==> config.mk <==
export PLATFORM = sky130hd
export DESIGN_NAME = pipelined_cla_adder_flat
export DESIGN_NICKNAME = d
export VERILOG_FILES = /design/src/rtl/pipelined_cla_adder_if.sv /design/src/rtl/pipelined_cla_adder.sv /design/src/flat_wrapper.sv
export SDC_FILE = /design/constraint.sdc
export NUM_CORES = 1
export LEC_CHECK = 0
export BUFFER_PORTS_ARGS = -buffer_cell sky130_fd_sc_hd__buf_4
export CORE_MARGIN = 3
export CORE_UTILIZATION = 53
export DETAILED_ROUTE_END_ITERATION = 10
export PLACE_DENSITY_LB_ADDON = 0.3
export REMOVE_ABC_BUFFERS = 1
export SYNTH_ARGS = -nofsm -noshare
export SYNTH_HDL_FRONTEND = slang
export SYNTH_SLANG_ARGS = --single-unit
==> constraint.sdc <==
create_clock -name clk -period 6.9 [get_ports clk]
set_clock_uncertainty 0.2 [all_clocks]
set_input_delay 0.345 -clock clk [delete_from_list [all_inputs] [get_ports clk]]
set_output_delay 0.345 -clock clk [all_outputs]
set_load 0.02 [all_outputs]
==> src/rtl/pipelined_cla_adder_if.sv <==
// Handshake/bus bundle for pipelined_cla_adder: operand beat in, result beat out.
// Latency: none (wires only).
// Backpressure: carries in_ready/out_ready; the adder drives in_ready from out_ready.
// Signals: in_valid/in_ready/a/b/cin/sub (operand side), out_valid/out_ready/sum/cout
// (result side), ovf/zero only when CLA_FLAGS_EN is defined.
// Modports: master = producer/consumer side, slave = the adder.
interface pipelined_cla_adder_if #(
  parameter int WIDTH = 32
);
  logic             in_valid;
  logic             in_ready;
  logic [WIDTH-1:0] a;
  logic [WIDTH-1:0] b;
  logic             cin;
  logic             sub;
  logic             out_valid;
  logic             out_ready;
  logic [WIDTH-1:0] sum;
  logic             cout;
`ifdef CLA_FLAGS_EN
  logic             ovf;
  logic             zero;

  modport master (
    output in_valid, a, b, cin, sub, out_ready,
    input  in_ready, out_valid, sum, cout, ovf, zero
  );
  modport slave (
    input  in_valid, a, b, cin, sub, out_ready,
    output in_ready, out_valid, sum, cout, ovf, zero
  );
`else
  modport master (
    output in_valid, a, b, cin, sub, out_ready,
    input  in_ready, out_valid, sum, cout
  );
  modport slave (
    input  in_valid, a, b, cin, sub, out_ready,
    output in_ready, out_valid, sum, cout
  );
`endif
endinterface

==> src/rtl/pipelined_cla_adder.sv <==
// Pipelined carry-lookahead adder/subtractor, STAGE_BITS result bits per stage.
// Latency: WIDTH/STAGE_BITS cycles from accept to out_valid; one beat per cycle.
// Backpressure: global stall, in_ready = !out_valid | out_ready; the whole pipe freezes.
// Ports: clk, rst (synchronous, active high); bus (slave modport) carries the operand
// beat (in_valid/in_ready/a/b/cin/sub) and result beat (out_valid/out_ready/sum/cout).
// Option macro CLA_FLAGS_EN: adds registered ovf (signed overflow) and zero flags.
module pipelined_cla_adder #(
  parameter int WIDTH      = 32,
  parameter int STAGE_BITS = 8
) (
  input logic                  clk,
  input logic                  rst,
  pipelined_cla_adder_if.slave bus
);
  localparam int L      = WIDTH / STAGE_BITS;
  localparam int GROUPS = STAGE_BITS / 4;

  // Operands are shifted right as slices are consumed so the live slice is always
  // at bit 0; result slices enter at the top and end up in place after L stages.
  typedef struct packed {
    logic             vld;
    logic             cy;
    logic [WIDTH-1:0] a;
    logic [WIDTH-1:0] b;
    logic [WIDTH-1:0] sum;
  } stage_t;

  stage_t st  [L];
  stage_t nxt [L];

  logic                  advance;
  logic                  out_valid_q;
  logic [WIDTH-1:0]      sum_q;
  logic                  cout_q;
  logic [STAGE_BITS-1:0] p;
  logic [STAGE_BITS-1:0] g;
  logic [STAGE_BITS-1:0] s;
  logic [STAGE_BITS:0]   c;
`ifdef CLA_FLAGS_EN
  logic                  top_cy;
  logic                  ovf_q;
  logic                  zero_q;
`endif

  assign advance      = !out_valid_q | bus.out_ready;
  assign bus.in_ready = advance;

  // Carries into every bit of a slice (c[STAGE_BITS] is the slice carry-out).
  // Full lookahead inside each 4-bit group; group G/P chain groups in the same cycle.
  function automatic logic [STAGE_BITS:0] slice_carries(
    input logic [STAGE_BITS-1:0] pv,
    input logic [STAGE_BITS-1:0] gv,
    input logic                  c0
  );
    logic [STAGE_BITS:0] cv;
    logic [3:0]          pp;
    logic [3:0]          gg;
    logic                ci;
    cv    = '0;
    cv[0] = c0;
    for (int j = 0; j < GROUPS; j++) begin
      pp = pv[4*j +: 4];
      gg = gv[4*j +: 4];
      ci = cv[4*j];
      cv[4*j+1] = gg[0] | (pp[0] & ci);
      cv[4*j+2] = gg[1] | (pp[1] & gg[0]) | (pp[1] & pp[0] & ci);
      cv[4*j+3] = gg[2] | (pp[2] & gg[1]) | (pp[2] & pp[1] & gg[0])
                | (pp[2] & pp[1] & pp[0] & ci);
      cv[4*j+4] = gg[3] | (pp[3] & gg[2]) | (pp[3] & pp[2] & gg[1])
                | (pp[3] & pp[2] & pp[1] & gg[0]) | ((&pp) & ci);
    end
    return cv;
  endfunction

  always_comb begin
    p = '0;
    g = '0;
    s = '0;
    c = '0;
`ifdef CLA_FLAGS_EN
    top_cy = 1'b0;
`endif
    for (int k = 0; k < L; k++) begin
      p = st[k].a[STAGE_BITS-1:0] ^ st[k].b[STAGE_BITS-1:0];
      g = st[k].a[STAGE_BITS-1:0] & st[k].b[STAGE_BITS-1:0];
      c = slice_carries(p, g, st[k].cy);
      s = p ^ c[STAGE_BITS-1:0];
      nxt[k].vld = st[k].vld;
      nxt[k].cy  = c[STAGE_BITS];
      nxt[k].a   = st[k].a >> STAGE_BITS;
      nxt[k].b   = st[k].b >> STAGE_BITS;
      nxt[k].sum = (st[k].sum >> STAGE_BITS) | (WIDTH'(s) << (WIDTH - STAGE_BITS));
`ifdef CLA_FLAGS_EN
      // carry into the MSB comes from the last slice only
      if (k == L - 1) top_cy = c[STAGE_BITS-1];
`endif
    end
  end

  always_ff @(posedge clk) begin
    if (rst) begin
      for (int k = 0; k < L; k++) st[k] <= '0;
      out_valid_q <= 1'b0;
      sum_q       <= '0;
      cout_q      <= 1'b0;
`ifdef CLA_FLAGS_EN
      ovf_q       <= 1'b0;
      zero_q      <= 1'b0;
`endif
    end else if (advance) begin
      // in_ready == advance here, so in_valid alone marks an accepted beat
      st[0].vld <= bus.in_valid;
      st[0].cy  <= bus.sub | bus.cin;
      st[0].a   <= bus.a;
      st[0].b   <= bus.sub ? ~bus.b : bus.b;
      st[0].sum <= '0;
      for (int k = 1; k < L; k++) st[k] <= nxt[k-1];
      out_valid_q <= nxt[L-1].vld;
      sum_q       <= nxt[L-1].sum;
      cout_q      <= nxt[L-1].cy;
`ifdef CLA_FLAGS_EN
      ovf_q       <= nxt[L-1].cy ^ top_cy;
      zero_q      <= (nxt[L-1].sum == '0);
`endif
    end
  end

  assign bus.out_valid = out_valid_q;
  assign bus.sum       = sum_q;
  assign bus.cout      = cout_q;
`ifdef CLA_FLAGS_EN
  assign bus.ovf       = ovf_q;
  assign bus.zero      = zero_q;
`endif
endmodule

==> src/flat_wrapper.sv <==
// flat-port wrapper written by rule: the top's interface ports become plain ports
module pipelined_cla_adder_flat 
#(
  parameter int WIDTH      = 32,
  parameter int STAGE_BITS = 8
)
  (clk, rst, bus_in_valid, bus_a, bus_b, bus_cin, bus_sub, bus_out_ready, bus_in_ready, bus_out_valid, bus_sum, bus_cout);
  pipelined_cla_adder_if #(.WIDTH(WIDTH)) bus_i ();
  input logic clk;
  input logic rst;
  input wire logic [$bits(bus_i.in_valid)-1:0] bus_in_valid;
  input wire logic [$bits(bus_i.a)-1:0] bus_a;
  input wire logic [$bits(bus_i.b)-1:0] bus_b;
  input wire logic [$bits(bus_i.cin)-1:0] bus_cin;
  input wire logic [$bits(bus_i.sub)-1:0] bus_sub;
  input wire logic [$bits(bus_i.out_ready)-1:0] bus_out_ready;
  output wire logic [$bits(bus_i.in_ready)-1:0] bus_in_ready;
  output wire logic [$bits(bus_i.out_valid)-1:0] bus_out_valid;
  output wire logic [$bits(bus_i.sum)-1:0] bus_sum;
  output wire logic [$bits(bus_i.cout)-1:0] bus_cout;
  assign bus_i.in_valid = bus_in_valid;
  assign bus_i.a = bus_a;
  assign bus_i.b = bus_b;
  assign bus_i.cin = bus_cin;
  assign bus_i.sub = bus_sub;
  assign bus_i.out_ready = bus_out_ready;
  assign bus_in_ready = bus_i.in_ready;
  assign bus_out_valid = bus_i.out_valid;
  assign bus_sum = bus_i.sum;
  assign bus_cout = bus_i.cout;
  pipelined_cla_adder #(.WIDTH(WIDTH), .STAGE_BITS(STAGE_BITS)) u_core (.clk(clk), .rst(rst), .bus(bus_i));
endmodule
==> impl_results.md, run 1 <==
* Delay-heaviest family, CP: simple AND/OR/NAND/NOR gates
* WL per Instance at 14.2 um
* Worst EP required at 6.90 ns
* Count of cell types in the netlist at 41
* Hpwl dp at 10000 um
* VDD IR-drop max at 169 uV
* Final Non-Filler Cells at 1225
* Max H-tree Level at 1
* Cell area after technology mapping at 10600 um^2
* Crit Path Max Fanout at 53
* Total die area at 21600 um^2
* CTS Buffer Depth at 3
* Slowest cell on crit path: nand2b_2
* Mapped Cells at 783
* Top post-synthesis cells by area: edfxtp_1, and2_1, dfxtp_1, ha_1, xnor2_1
* Final setup viols at 0
* Leakage at 5.50 nW
* Pwr Total at 0.00339 W
* Gr usage total at 0.162
* Final Core Density at 0.684
* DRC Markers at 0
* Diodes inserted at 0
* Routability Congestion at 0.815
* Min-delay src: bus_b[30]
* Startpoint Class: flop
* Max Freq at 0.336 GHz
* Number of buffers created by CTS at 26
* RSZ-0062 raised after global routing: false
* Max cap viols at 0
* Setup CP Type: reg -> reg
* Fin crit share at 0.431
* Worst reg2reg startpoint: u_core.bus.out_valid$_SDFFE_PP0P_
* Sequential area share after synthesis at 0.679
* Crit path capture type: flop
* Final Max Slew Viols at 0
* Setup TNS at 0 ns
* Input/output buffers at 104
* Final ANT Viol Nets at 0
* Initial DRT Pass Iterations at 4
* CTS root buffer: clkbuf_16
* Area growth, synth to finish at 24.1%
* Row count at 50
* Die Ht at 147 um
* CP max stage delay at 0.97 ns
* Initial Utilization at 0.551
* Syn. warnings at 0
* GRT Residual Overflow at 0
* Critical Path Start: u_core.bus.out_valid$_SDFFE_PP0P_
* Top FF cell, synth: edfxtp_1
* Initial antenna violation count at 0
* CP cell instances: nor2b_4 -> buf_4 -> inv_2 -> nand2b_2 -> nor2_1
* Core Box Area at 19100 um^2
* Dpl ws at 3.83 ns
* # placed instances at 1112
* Post-synth EDFFs at 216
* Async set or reset register ratio after synthesis at 0
* Hold Fails Final Rpt at 0
* Synthesized area per cell at 13.5 um^2
* First-pass GRT wire length at 29000 um
* Vias in the first global route at 6082
* Via count at 6090
* Area share of the largest cell type after synthesis at 0.615
* Min cycle time layout at 2.97 ns
* Post-route setup slack at 3.93 ns
* Setup bufs post-CTS at 0
* CTS tree: built
* DR iter-0 viols at 275
* WL final at 17400 um
* Pin count of the biggest net entering global routing at 106
* Nets at 1055
* Relative slew slack at 0.195
* Chip width at 147 um
* Largest area contributor in the netlist: edfxtp_1
* Skew-Pair Late Insertion Delay at 0.52 ns
* Outcome: completed
* Yosys reg bits at 250
* Min-Delay Path Class: in -> reg
* CP Buf/Inv Count at 2
* Pwr Density at 259 nW/um^2
* Critical path arrival at 2.97 ns
* Sink Count at 250
* Number of vias per cell at 4.97
* Clk slew on worst S/H paths at 0.06 ns
* I/O pin cnt at 105
* Worst Max-Slew Pin Slew at 1.21 ns
* Ratio of cells with drive above 1 in the final layout at 0.167
-- worst min-delay path: cells and delay by family --
kind / cells / cell delay [ns]
and+or+nand+nor: 1 / 0.11
buffers and inverters: 1 / 0.10
xor gates and xnor gates: 1 / 0.06
-- report_power, final --
group	internal, W	switching, W
logic	0.000123	0.000106
clock network	0.000855	0.000555
registers	0.00172	0.0000235
total	0.00270	0.000684
-- metal layers --
metal | vias up | wire length [um] | global-route usage
met5 | - | 0 | 0
met4 | 0 | 341 | 0.0499
met3 | 30 | 732 | 0.0275
met2 | 113 | 9020 | 0.285
met1 | 2885 | 7350 | 0.207
li1 | 3062 | - | -
-- through the flow --
| step | hold slack (ns) | cell area [um^2] |
|---|---|---|
| finish | 0.0378 | 13100 |
| global placement | 0.236 | 11500 |
| global route | 0.0163 | 13100 |
| CTS | 0.0174 | 13100 |
| detailed placement | 0.252 | 11500 |
| floorplan | 0.214 | 10400 |
-- synthesized netlist by cell type (all sizes together) (2+ instances only) --
cell type,n
xor2,5
clkbuf,24
nor3,12
a2111o,2
a2bb2oi,2
o311a,3
a2111oi,3
o41ai,2
a21oi,38
xnor2,41
nor2b,4
a21o,6
nand3b,2
inv,14
ha,32
and2,159
nor2,63
buf,15
nand2b,6
a211oi,10
edfxtp,216
dfxtp,34
fa,8
nand3,4
o21bai,3
nand2,58
o21a,6
o21ai,5
-- what timing repair did --
action	in CTS	in global routing
gates resized for setup	0	0
hold endpoints to repair	65	0
hold buffers	65	0
-- layout by cell type (no fill, tap or decap), drive strengths merged, types with 3 or more instances in the layout --
cell type	count
dlygate4sd3	65
a2111oi	3
o21ai	5
inv	16
o311a	3
nor2b	4
and2	159
a21oi	38
nand3	4
a211oi	10
buf	108
nand2	58
dfxtp	34
edfxtp	216
xor2	5
clkbuf	38
nand2b	6
ha	32
o21a	6
a21o	6
xnor2	41
o21bai	3
fa	8
nor3	12
nor2	63
clkinv	7
-- flip-flops by register name (all words and copies together) (netlist names) --
signal	cells
u_core.bus.sum	32
u_core.st	216
u_core.bus.cout	1
u_core.bus.out_valid	1
-- cell type report --
class	instances	area [um^2]
clock buffers	38	811
clock inverters	10	81.3
fillers	1343	6050
inverters	14	52.6
multi-input cells	480	3190
flip-flops and latches	250	7170
well taps	260	325
repair buffers	173	1460
-- worst paths after layout --
check                                         end  slack (ns)  cells past startpoint
setup reg to reg   u_core.st[2][96]$_SDFFCE_PN0P_        3.93                      5
hold reg to reg   u_core.bus.sum[28]$_SDFFE_PP0P_        0.25                      2
hold / removal     u_core.st[0][62]$_SDFFCE_PN0P_        0.04                      3
setup / recovery   u_core.st[2][96]$_SDFFCE_PN0P_        3.93                      5
-- cell families after synthesis --
| family | Yosys count | synth area share |
|---|---|---|
| mux | 1 | 0.000949 |
| simple gates | 310 | 0.155 |
| compound gates | 83 | 0.0536 |
| xor+xnor | 46 | 0.0382 |
| flops | 250 | 0.679 |
| buf+inv | 53 | 0.0204 |
| fa+ha+maj | 40 | 0.0531 |
(Power assumes the default switching activity.)
==> inputs of run 2 (changes only) <==
- ABC_AREA: not set -> 1
- CORE_UTILIZATION: 53 -> 55
- clock period: 6.9 -> 2.94 ns (I/O delays scaled with it)
==> run 2 against run 1 <==
Net effect: non-clock buffer count rose by 11; design area rose by 2.0%; total power up 130%; critical endpoint is now u_core.st[3][29]$_SDFFCE_PN0P_; maximum frequency rose by 25%; sequential power rose by 140%; first-iteration DRC count is 12% higher.
==> impl_results.md, run 2 <==
* Outcome: completed
* Input/output buffers at 104 (unchanged)
* Mapped Cells at 971 (+24%)
* Max reg flops at 216 (unchanged)
* Largest area contributor in the netlist: edfxtp_1
* DRC Markers at 0 (unchanged)
* Post-cts repair resize count at 0 (unchanged)
* Routability Congestion at 0.797 (-2.3%)
* Hpwl dp at 10800 um (+7.6%)
* Hold_ws at 0.133 ns (+0.0952 ns)
* Synthesized area per cell at 11.1 um^2 (-17%)
* Area share of the largest cell type after synthesis at 0.600 (-0.0142)
* Sequential area share after synthesis at 0.664 (-0.0157)
* Top Registers: u_core.st (216), u_core.bus.sum (32)
* Worst reg2reg startpoint: u_core.st[2][34]$_SDFFCE_PN0P_
* Skew-Pair Late Insertion Delay at 0.51 ns (about the same)
* Core Box Area at 19000 um^2 (-0.65%)
* Worst EP required at 3.00 ns (-3.90 ns)
* Startpoint Class: flop
* VDD IR-drop max at 458 uV (+170%)
* Min-Delay Path Class: in -> reg
* Final ANT Viol Nets at 0 (unchanged)
* Chip width at 146 um (-0.65%)
* Via count at 6793 (+12%)
* Vias in the first global route at 6810 (+12%)
* Pwr Total at 0.00780 W (+130%)
* Max Freq at 0.420 GHz (+25%)
* Commonest non-fill, non-tap cell in the layout: nor2_1
* RSZ-0062 raised after global routing: false
* Initial DRT Pass Iterations at 5 (+1)
* Internal power at 0.00612 W (+130%)
* Crit path capture type: flop
* Initial Utilization at 0.568 (+0.0168)
* Sw Share at 0.216 (+0.0138)
* Post-synth EDFFs at 216 (unchanged)
* Initial antenna violation count at 0 (unchanged)
* Final Max Slew Viols at 0 (unchanged)
* Combinational group share of total power at 0.085 (+0.017)
* Ratio of cells with drive above 1 in the final layout at 0.138 (-0.0289)
* Final setup viols at 0 (unchanged)
* Syn. warnings at 0 (unchanged)
* Crit Path Max Fanout at 4 (-92%)
* Count of cell types in the netlist at 29 (-29%)
* Pin count of the biggest net entering global routing at 70 (-34%)
* Post-Synth XOR/XNOR Area at 0.0324 (-0.00575)
* Synth Area in Simple Gates at 0.120 (-0.0346)
* CTS root buffer: clkbuf_16
* Largest family of logic cells by synthesized area: simple AND/OR/NAND/NOR gates
* Sink of the worst hold path: u_core.st[3][97]$_SDFFCE_PN0P_
* Compound-cell area share of the yosys netlist at 0.0448 (-0.00877)
* Total die area at 21400 um^2 (-1.3%)
* Number of vias per cell at 4.76 (-4.2%)
* Gr usage total at 0.172 (+0.0105)
* Clk slew on worst S/H paths at 0.06 ns (about the same)
* CTS tree: built
* Setup CP Type: reg -> reg
* Fin crit share at 0.810 (+0.379)
* Yosys reg bits at 250 (unchanged)
* Post-synthesis mux area share at 0 (-0.000949)
* Pwr Density at 584 nW/um^2 (+130%)
* Count leader, synth: nor2_1
* CTS Buffer Depth at 3 (unchanged)
* Setup TNS at 0 ns (unchanged)
* Row count at 50 (unchanged)
* Worst Max-Slew Pin Slew at 0.615 ns (-0.594 ns)
* First-pass GRT wire length at 30700 um (+5.8%)
* Relative slew slack at 0.590 (+0.396)
* GRT Residual Overflow at 0 (unchanged)
* Number of buffers created by CTS at 25 (-3.8%)
* Worst r2r path cells at 8 (+3)
* Worst reg-to-reg setup slack at 0.56 ns (-3.37 ns)
* Die Ht at 146 um (-0.65%)
* I/O pin cnt at 105 (unchanged)
* Async set or reset register ratio after synthesis at 0 (unchanged)
* Max cap viols at 0 (unchanged)
* Biggest register: u_core.st
* Top post-synthesis cells by area: edfxtp_1, nor2_1, inv_1, dfxtp_1, ha_1
* Min cycle time layout at 2.38 ns (-0.592 ns)
* WL final at 18500 um (+6.0%)
* WL per Instance at 13.0 um (-9.0%)
* Top FF cell, synth: edfxtp_1
* Critical path arrival at 2.44 ns (-0.53 ns)
* Hold depth at 5 (+2)
* Min-delay src: bus_out_ready
* Part of the power in the clock network at 0.384 (-0.032)
* DR iter-0 viols at 309 (+12%)
* Synth top cells by count: nor2_1, edfxtp_1, inv_1
* P_sw at 0.00168 W (+150%)
* Area growth, synth to finish at 23.7%
* Adder-cell area share of the yosys netlist at 0.0519 (-0.00123)
* Reg2reg end: u_core.st[3][29]$_SDFFCE_PN0P_
* Sequential Power Share at 0.531 (+0.015)
* Diodes inserted at 0 (unchanged)
* Max H-tree Level at 1 (unchanged)
* Cell area after technology mapping at 10800 um^2 (+2.4%)
* Sink Count at 250 (unchanged)
* Hold Fails Final Rpt at 0 (unchanged)
* Most frequent cells in the layout: nor2_1, edfxtp_1, inv_1, buf_4
* Nets at 1258 (+19%)
* Leakage at 5.97 nW (+8.6%)
run 2: cell types whose count changed after synthesis, sizes merged, moves of 10 or more:
cell and change:
inv +191, nor2 +169, and2 -159, a22o +25
clkbuf -21, buf +16, nand3 +14, a21oi -13
a211oi -10, nand2 +10
run 2: cell families after synthesis:
family	Yosys count
simple gates	328
flops	250
buf+inv	239
compound gates	74
xor+xnor	40
fa+ha+maj	40
run 2: power groups by stage:
stage	clock (W)	sequential, W	combinational [W]
floorplan	0	0.00422	0.000356
global placement	0	0.00421	0.000560
detailed placement	0	0.00422	0.000584
CTS	0.00306	0.00415	0.000662
global route	0.00322	0.00416	0.000747
finish	0.00300	0.00414	0.000662
run 2: per-stage QoR:
step	area, um^2	setup slack (ns)	cells	util
floorplan	10600	-2.95	937	-
global placement	11900	0.639	1313	0.626
detailed placement	11900	0.569	1313	0.626
CTS	13400	0.564	1427	0.703
global route	13400	0.370	1427	0.703
finish	13400	0.560	1427	0.703
run 2: metal layers:
layer,up-vias,global-route usage,wire length [um]
met5,-,0,0
met4,0,0.0532,506
met3,37,0.0304,699
met2,135,0.329,9890
met1,3165,0.196,7390
li1,3456,-,-
run 2: worst max-delay path, stage by stage (launching register included):
cell and delay [ns]:
edfxtp_1 0.39, ha_1 0.33, nand2_1 0.12, inv_1 0.06, a21oi_1 0.13, nand3_1 0.18, fa_1 0.48, xnor2_1 0.17
nor2_1 0.06
run 2: worst max-delay path by stage:
stage | startpoint | end | slack [ns]
3_3_place_gp | u_core.st[0][35]$_SDFFCE_PN0P_ | u_core.st[1][29]$_SDFFCE_PN0P_ | 0.64
4_1_cts | u_core.st[0][35]$_SDFFCE_PN0P_ | u_core.st[1][29]$_SDFFCE_PN0P_ | 0.56
3_5_place_dp | u_core.st[0][35]$_SDFFCE_PN0P_ | u_core.st[1][29]$_SDFFCE_PN0P_ | 0.57
5_1_grt | u_core.st[0][67]$_SDFFCE_PN0P_ | u_core.st[1][29]$_SDFFCE_PN0P_ | 0.37
2_1_floorplan | u_core.bus.out_valid$_SDFFE_PP0P_ | u_core.st[0][32]$_SDFFCE_PN0P_ | -2.95
6_report | u_core.st[2][34]$_SDFFCE_PN0P_ | u_core.st[3][29]$_SDFFCE_PN0P_ | 0.56
run 2: cell type report:
class	instances	area (um^2)
fill	1353	5660
clock inverter	13	91.3
inverter	205	782
sequential	250	7170
tap	260	325
timing repair buffer	184	1610
clock buffer	33	686
multi-input combinational	482	2700
run 2: what timing repair did:
action,in CTS,in global routing
hold buffers,68,0
setup endpoints to repair,0,0
buffers inserted,0,0
hold endpoints to repair,67,0
